File: config.mk
export PLATFORM = sky130hd
export DESIGN_NAME = spi_fl_read_seq
export DESIGN_NICKNAME = d
export VERILOG_FILES = /design/src/rtl/spi_fl_read_seq.sv
export SDC_FILE = /design/constraint.sdc
export NUM_CORES = 1
export LEC_CHECK = 0
export ABC_AREA = 0
export CAP_MARGIN = 20
export CORE_MARGIN = 1.5
export CORE_UTILIZATION = 35
export CTS_BUF_LIST = sky130_fd_sc_hd__clkbuf_16
export DETAILED_ROUTE_END_ITERATION = 12
export DONT_BUFFER_PORTS = 1
export PLACE_DENSITY_LB_ADDON = 0.3
export SLEW_MARGIN = 10
export SYNTH_ARGS = -nofsm -noshare
export SYNTH_HDL_FRONTEND = slang
export SYNTH_SLANG_ARGS = --single-unit
File: constraint.sdc
create_clock -name clk -period 1.7 [get_ports clk]
set_clock_uncertainty 0.15 [all_clocks]
set_input_delay 0.34 -clock clk [delete_from_list [all_inputs] [get_ports clk]]
set_output_delay 0.34 -clock clk [all_outputs]
set_load 0.02 [all_outputs]
File: src/rtl/spi_fl_read_seq.sv
// Block-read sequencer for spi_master_fl: one 32-bit READ frame per requested word.
// Latency: 2 cycles from request accept to first fl_validflag when the master is idle.
// Backpressure: rd_valid/rd_data hold until rd_ready; the next frame is not issued until the word is taken.
module spi_fl_read_seq #(
  parameter logic [7:0] CMD_READ    = 8'h03,
  parameter logic [7:0] CMD_FREAD   = 8'h0B,
  parameter logic [2:0] COMMTYPE_RD = 3'b001,
  parameter logic [9:0] FRAME_RD    = 10'h000,
  parameter logic [3:0] FREAD_DUMMY = 4'd8,
  parameter int         TIMEOUT     = 4096
) (
  input  logic        clk,
  input  logic        rst,
  input  logic        req_valid,
  output logic        req_ready,
  input  logic [23:0] req_addr,
  input  logic [7:0]  req_nwords,
  input  logic        req_fast,
  input  logic        abort,
  output logic [31:0] rd_data,
  output logic        rd_valid,
  input  logic        rd_ready,
  output logic        busy,
  output logic        done,
  output logic        error,
  output logic [31:0] fl_data_in,
  output logic [23:0] fl_address,
  output logic [7:0]  fl_command,
  output logic [2:0]  fl_commtype,
  output logic [6:0]  fl_ndata_bits,
  output logic [9:0]  fl_frame_struct,
  output logic [3:0]  fl_dummy_cycles,
  output logic        fl_validflag,
  input  logic        fl_tready,
  input  logic        fl_validflag_out,
  input  logic [31:0] fl_data_out
);

  localparam int TW = $clog2(TIMEOUT + 1);

  typedef enum logic [2:0] {
    S_IDLE, S_ISSUE, S_WAIT_ACK, S_WAIT_DATA, S_PUSH, S_DONE
  } state_t;

  state_t        state_q, state_d;
  logic [23:0]   addr_q, addr_d;
  logic [7:0]    cmd_q, cmd_d;
  logic [3:0]    dummy_q, dummy_d;
  logic [7:0]    count_q, count_d;
  logic          abort_q, abort_d;
  logic          error_q, error_d;
  logic          vflag_q, vflag_d;
  logic [31:0]   rd_data_q, rd_data_d;
  logic [TW-1:0] timer_q, timer_d;

  logic timer_expired;
  assign timer_expired = (timer_q == TW'(TIMEOUT - 1));

  // State register and all datapath flops.
  always_ff @(posedge clk or negedge rst) begin
    if (!rst) begin
      state_q   <= S_IDLE;
      addr_q    <= '0;
      cmd_q     <= CMD_READ;
      dummy_q   <= '0;
      count_q   <= '0;
      abort_q   <= 1'b0;
      error_q   <= 1'b0;
      vflag_q   <= 1'b0;
      rd_data_q <= '0;
      timer_q   <= '0;
    end else begin
      state_q   <= state_d;
      addr_q    <= addr_d;
      cmd_q     <= cmd_d;
      dummy_q   <= dummy_d;
      count_q   <= count_d;
      abort_q   <= abort_d;
      error_q   <= error_d;
      vflag_q   <= vflag_d;
      rd_data_q <= rd_data_d;
      timer_q   <= timer_d;
    end
  end

  // Next-state logic: frame sequencing, abort latching at frame boundaries, per-frame timeout.
  always_comb begin
    state_d   = state_q;
    addr_d    = addr_q;
    cmd_d     = cmd_q;
    dummy_d   = dummy_q;
    count_d   = count_q;
    abort_d   = abort_q;
    error_d   = error_q;
    vflag_d   = 1'b0;
    rd_data_d = rd_data_q;
    timer_d   = timer_q;

    unique case (state_q)
      S_IDLE: begin
        if (req_valid) begin
          addr_d  = req_addr;
          cmd_d   = req_fast ? CMD_FREAD : CMD_READ;
          dummy_d = req_fast ? FREAD_DUMMY : 4'd0;
          count_d = req_nwords;
          error_d = 1'b0;
          abort_d = 1'b0;
          state_d = (req_nwords == 8'd0) ? S_DONE : S_ISSUE;
        end
      end

      S_ISSUE: begin
        abort_d = abort_q | abort;
        // No frame is in flight here, so an abort ends the block right away.
        if (abort_q || abort) begin
          state_d = S_DONE;
        end else if (fl_tready) begin
          vflag_d = 1'b1;
          timer_d = '0;
          state_d = S_WAIT_ACK;
        end
      end

      S_WAIT_ACK: begin
        abort_d = abort_q | abort;
        timer_d = timer_q + TW'(1);
        if (timer_expired) begin
          error_d = 1'b1;
          state_d = S_DONE;
        end else if (!fl_tready) begin
          state_d = S_WAIT_DATA;
        end
      end

      S_WAIT_DATA: begin
        abort_d = abort_q | abort;
        timer_d = timer_q + TW'(1);
        // A data strobe on the last allowed cycle still wins over the timeout.
        if (fl_validflag_out) begin
          rd_data_d = fl_data_out;
          state_d   = S_PUSH;
        end else if (timer_expired) begin
          error_d = 1'b1;
          state_d = S_DONE;
        end
      end

      S_PUSH: begin
        abort_d = abort_q | abort;
        if (rd_ready) begin
          addr_d  = addr_q + 24'd4;
          count_d = count_q - 8'd1;
          state_d = (count_q == 8'd1 || abort_q || abort) ? S_DONE : S_ISSUE;
        end
      end

      S_DONE: begin
        abort_d = 1'b0;
        state_d = S_IDLE;
      end

      default: state_d = S_IDLE;
    endcase
  end

  assign req_ready       = (state_q == S_IDLE);
  assign rd_valid        = (state_q == S_PUSH);
  assign rd_data         = rd_data_q;
  assign busy            = (state_q != S_IDLE) && (state_q != S_DONE);
  assign done            = (state_q == S_DONE);
  assign error           = error_q;
  assign fl_data_in      = 32'd0;
  assign fl_address      = addr_q;
  assign fl_command      = cmd_q;
  assign fl_commtype     = COMMTYPE_RD;
  assign fl_ndata_bits   = 7'd32;
  assign fl_frame_struct = FRAME_RD;
  assign fl_dummy_cycles = dummy_q;
  assign fl_validflag    = vflag_q;

endmodule

Word level (Yosys, flattened, before mapping)

Cells that the tools add are included.

Reduce and logical (&&, ||, !) cells: 20
Add/sub/neg operators: 3
Mux-type cells: 30
Bitwise logic cells: 1
Equal/unequal tests: 16

Operators with widths:

| kind                                                                     | number |
|---|---|
| 24-bit 2-to-1 mux                                                        | 2 |
| 24-bit case mux with 2 select lines                                      | 1 |
| 3-bit 2-to-1 mux                                                         | 10 |
| 13-bit 2-to-1 mux                                                        | 2 |
| 13-bit case mux with 2 select lines                                      | 1 |
| 24-bit by 3-bit adder with 24-bit output (second input constant)         | 1 |
| 8-bit 2-to-1 mux                                                         | 2 |
| 8-bit case mux with 2 select lines                                       | 1 |
| 3-bit case mux with 5 select lines                                       | 1 |
| 13-bit by 1-bit adder with 13-bit output (second input constant)         | 1 |
| 13-bit by 12-bit equality test with 1-bit output (second input constant) | 1 |
| 3-bit inequality test (second input constant)                            | 4 |
| 3-bit AND reduction                                                      | 3 |
| 3-bit nonzero test                                                       | 3 |
| 8-bit by 1-bit equality test with 1-bit output (second input constant)   | 1 |
| 8-bit zero test                                                          | 1 |
| 4-bit 2-to-1 mux                                                         | 2 |
| 2-bit inequality test (second input constant)                            | 4 |
| 8-bit by 1-bit subtractor with 8-bit output (second input constant)      | 1 |
| 3-bit by 2-bit equality test with 1-bit output (second input constant)   | 2 |
| 3-bit equality test (second input constant)                              | 2 |
| 1-bit 2-to-1 mux                                                         | 6 |
| 1-bit case mux with 3 select lines                                       | 2 |
| 2-bit AND reduction                                                      | 3 |
| 10 further kinds                                                         | 13 |

Input bits: 72
Register bits after elaboration: 95
Logic and storage cells: 80
Output and inout port bits: 126

Logic depth before layout (Yosys ltp)

Word-level depth: 6
Depth in mapped cells: 8
Depth with buffers taken out: 6

Worst setup path after synthesis

Ideal clock, no wire load.

Path kind: reg2reg
Start point: register addr_q[2] (netlist: fl_address[2])
End point: register addr_q[18] (netlist: fl_address[18])
Library setup time: 87 ps
Setup slack: -116 ps
Clock period less this slack: 1816 ps
Required time: 1463 ps
Cell stages (with the launch flop): 7
Arrival time: 1579 ps
Buffers on the path: 0
Cell sequence: dfrtp_1 ha_1 nand3_1 nor3_4 and3_1 o21ai_1 a211oi_2

Cells in the longest elaborated chain, start to end: 3

Ends and longest elaborated chain:

| element                                  | line | text |
|---|---|---|
| start, declared                          | 46   | `logic [23:0] addr_q, addr_d;` |
| start signal, assigned                   | 74   | `addr_q <= addr_d;` |
| 24-bit by 3-bit adder with 24-bit output | 151  | `addr_d = addr_q + 24'd4;` |
| 24-bit 2-to-1 mux                        | 150  | `if (rd_ready) begin` |
| 24-bit case mux with 2 select lines      | 99   | `unique case (state_q)` |

No other way between the ends. The select of a mux whose other input is x is not followed.
A chain may end at the register's enable or synchronous reset.

Worst setup path after layout

Start point: register state_q[1]
End point: output port req_ready

Cells in the longest elaborated chain, start to end: 1

Ends and longest elaborated chain:

| element                | line | text |
|---|---|---|
| start, declared        | 45   | `state_t state_q, state_d;` |
| start signal, assigned | 73   | `state_q <= state_d;` |
| 3-bit zero test        | 166  | `assign req_ready = (state_q == S_IDLE);` |
| end, declared          | 15   | `output logic req_ready,` |

No other way between the ends.

==> results.toml <==
[synthesis]
syn_area_sq_um = 4720
async_flop_share_pct = 100
synth.avg_cell_area_sq_um = 9.85
yosysSeqAreaShare_pct = 44.6
syn_inst = 479
synth-seq-cells = 84
synthDominantCellAreaShare_pct = 44.6
synthTopCellsByArea = "dfrtp_1, buf_4, mux2_2"
yosysWarnings = 0
synth_commonest_cells = "dfrtp_1, buf_4, a21oi_1"
yosysMostFrequentCell = "dfrtp_1"
synth_edf_count = 0
yosysTopAreaCell = "dfrtp_1"
yosys_most_used_dff = "dfrtp_1"
ys_types = 59

[floorplan]
core_sq_um = 13200
io-pin-count = 198
die-height_microns = 119
initial_core_util_pct = 35.8
design.die.area_sq_um = 14200
die_w_microns = 119
rows = 42

[timing]
period_minus_slack_ps = 1900
holdWs_ps = -467
fin_crit_sh_pct = 112
fin_setup_tns_ps = -1630
setup_viol = 26
rsz0062_at_grt = "yes"
fmax_ghz = 0.525
setup_ws_ps = -204
finalHoldViolCount = 84
final_max_slew_viol_count = 0

[place]
gp_congestion = 0.864
placed_cells = 703
port_buffers = 0
place_area_sq_um = 5190
hpwl_microns = 8440
preCtsSetupSlack_ps = -85.8

[power]
p_int_mw = 7.06
ir_drop_uv = 1150
clock_power_share_pct = 16.3
pwr-share-comb_pct = 48.4
power_leakage_nw = 2.97
finalPower_mw = 12.4
swShare_pct = 42.9
power_density_nw_per_um2 = 1860
power.switching_mw = 5.30
seq_power_share_pct = 35.3

[clock_network]
cts_buffer_depth = 2
cts-htree-levels = 3
clk-insertion-delay-late_ps = 350
cts-root-buf = "clkbuf_16"
hold_buffers = 38
cts_tree = "yes"
clkSinkCount = 84
cts_made_buffers = 9
path_clk_slew_ps = 70

[run_status]
status = "finished, violations left"
violations = "negative hold slack, negative setup slack"

[drt]
num_vias = 4040
drc = 0
drt_iter0_drc = 216
totalWireLength_microns = 13200
vias_per_cell = 5.09
ant_nets = 0
wl_per_cell_microns = 16.7
firstDrtPassIters = 4

[critical_path]
arrival_ps = 1410
crit_type = "flip-flop to output port"
worst_setup_path_start_kind = "flip-flop"
reg2reg_slack_ps = -90
critical-path-top-delay-family = "buffers and inverters"
crit_fanout = 4
worst-path-buf-inv = 3
endpoint_kind = "output port"
slowest_stage = "dfrtp_1"
max_stage_delay_ps = 390
cpMostUsedCell = "buf_6"
cp.required_ps = 1210
worstPathCellList = "buf_6 > buf_6 > nor3_4 > buf_4"

[global_routing]
antenna_found_initial = 0
grt_pass1_vias = 4003
grt_pass1_wl_microns = 20100
grt_overflow = 0
grt_max_degree = 85
grt.total_usage_pct = 17.9

[final_layout]
stdcell_area_sq_um = 6640
n_fill_cell = 1224
utilization_pct = 50.3
stdcell_count = 794
fin_nets = 689
syn2layout_area_growth_pct = 40.7
antennaDiodeCount = 0
drive_gt1_share_pct = 38.8

[worst_hold_path]
hold_path.class = "primary input to async pin"

[job]
cap_violations = 0
path summary, 6_finish.rpt:
check / startpoint / to / cells after the start
setup reg to reg: state_q[2]$_DFFE_PN0P_ / fl_address[21]$_DFFE_PN0P_ / 7
hold reg to reg: timer_q[12]$_DFFE_PN0P_ / timer_q[12]$_DFFE_PN0P_ / 1
max in group asynchronous: rst / fl_address[12]$_DFFE_PN0P_ / 0
setup / recovery: state_q[1]$_DFFE_PN0P_ / req_ready / 4
hold / removal: rst / fl_address[7]$_DFFE_PN0P_ / 0
min in group clk: req_addr[15] / fl_address[15]$_DFFE_PN0P_ / 2
repair_timing:
item	in CTS	in global routing
gates cloned	1	3
endpoints found under the hold margin	122	84
pin swaps	12	27
setup buffers	17	19
resized for setup	30	86
setup endpoints to repair	24	62
cell usage in the layout (no fill, tap or decap), drive strengths merged, types with 4 or more instances in the layout:
cell type	n
dlygate4sd3	38
nor4	7
o22ai	7
a211oi	4
clkbuf	11
a21oi	38
mux2i	4
buf	110
dfrtp	84
nor2	24
nand2	33
nand4	6
inv	10
nor3	17
and3	6
nand3	23
a31oi	4
ha	4
conb	62
o21ai	36
xor2	6
mux2	35
registers in the layout, summed over array words and instances, names as in the netlist, 3 cells and up:
name,flops
count_q,8
fl_address,24
rd_data,32
state_q,3
timer_q,13
logic make-up after synthesis:
kind of cell	synth area share [%]
other cells	0.159
flops	44.6
simple gates	16.0
compound gates	14.0
buf+inv	13.5
fa+ha+maj	1.06
mux	9.28
xor+xnor	1.49
layer usage:
| metal | wire length, microns | GRT usage [%] |
|---|---|---|
| met5 | 0 | 0 |
| met4 | 161 | 4.97 |
| met3 | 1460 | 8.33 |
| met2 | 6580 | 29.3 |
| met1 | 5030 | 21.3 |
area by class of cell:
| class | count | area [sq um] | area share (%) |
|---|---|---|---|
| multi-input cells | 361 | 2550 | 38.4 |
| clock buffers | 9 | 225 | 3.39 |
| well taps | 176 | 220 | 3.32 |
| inverters | 7 | 28.8 | 0.434 |
| flip-flops and latches | 84 | 2110 | 31.8 |
| repair buffers | 150 | 1430 | 21.5 |
| clock inverters | 7 | 75.1 | 1.13 |
power by group through the flow:
| stage | Combinational, mW | Clock (mW) | Sequential [mW] |
|---|---|---|---|
| final | 5.98 | 2.02 | 4.36 |
| after detailed placement | 4.51 | 0 | 4.29 |
| after global routing | 6.47 | 2.17 | 4.48 |
| after floorplan | 2.74 | 0 | 4.52 |
| after CTS | 5.10 | 2.07 | 4.29 |
| after global placement | 4.40 | 0 | 4.27 |
(Power assumes the default switching activity.)
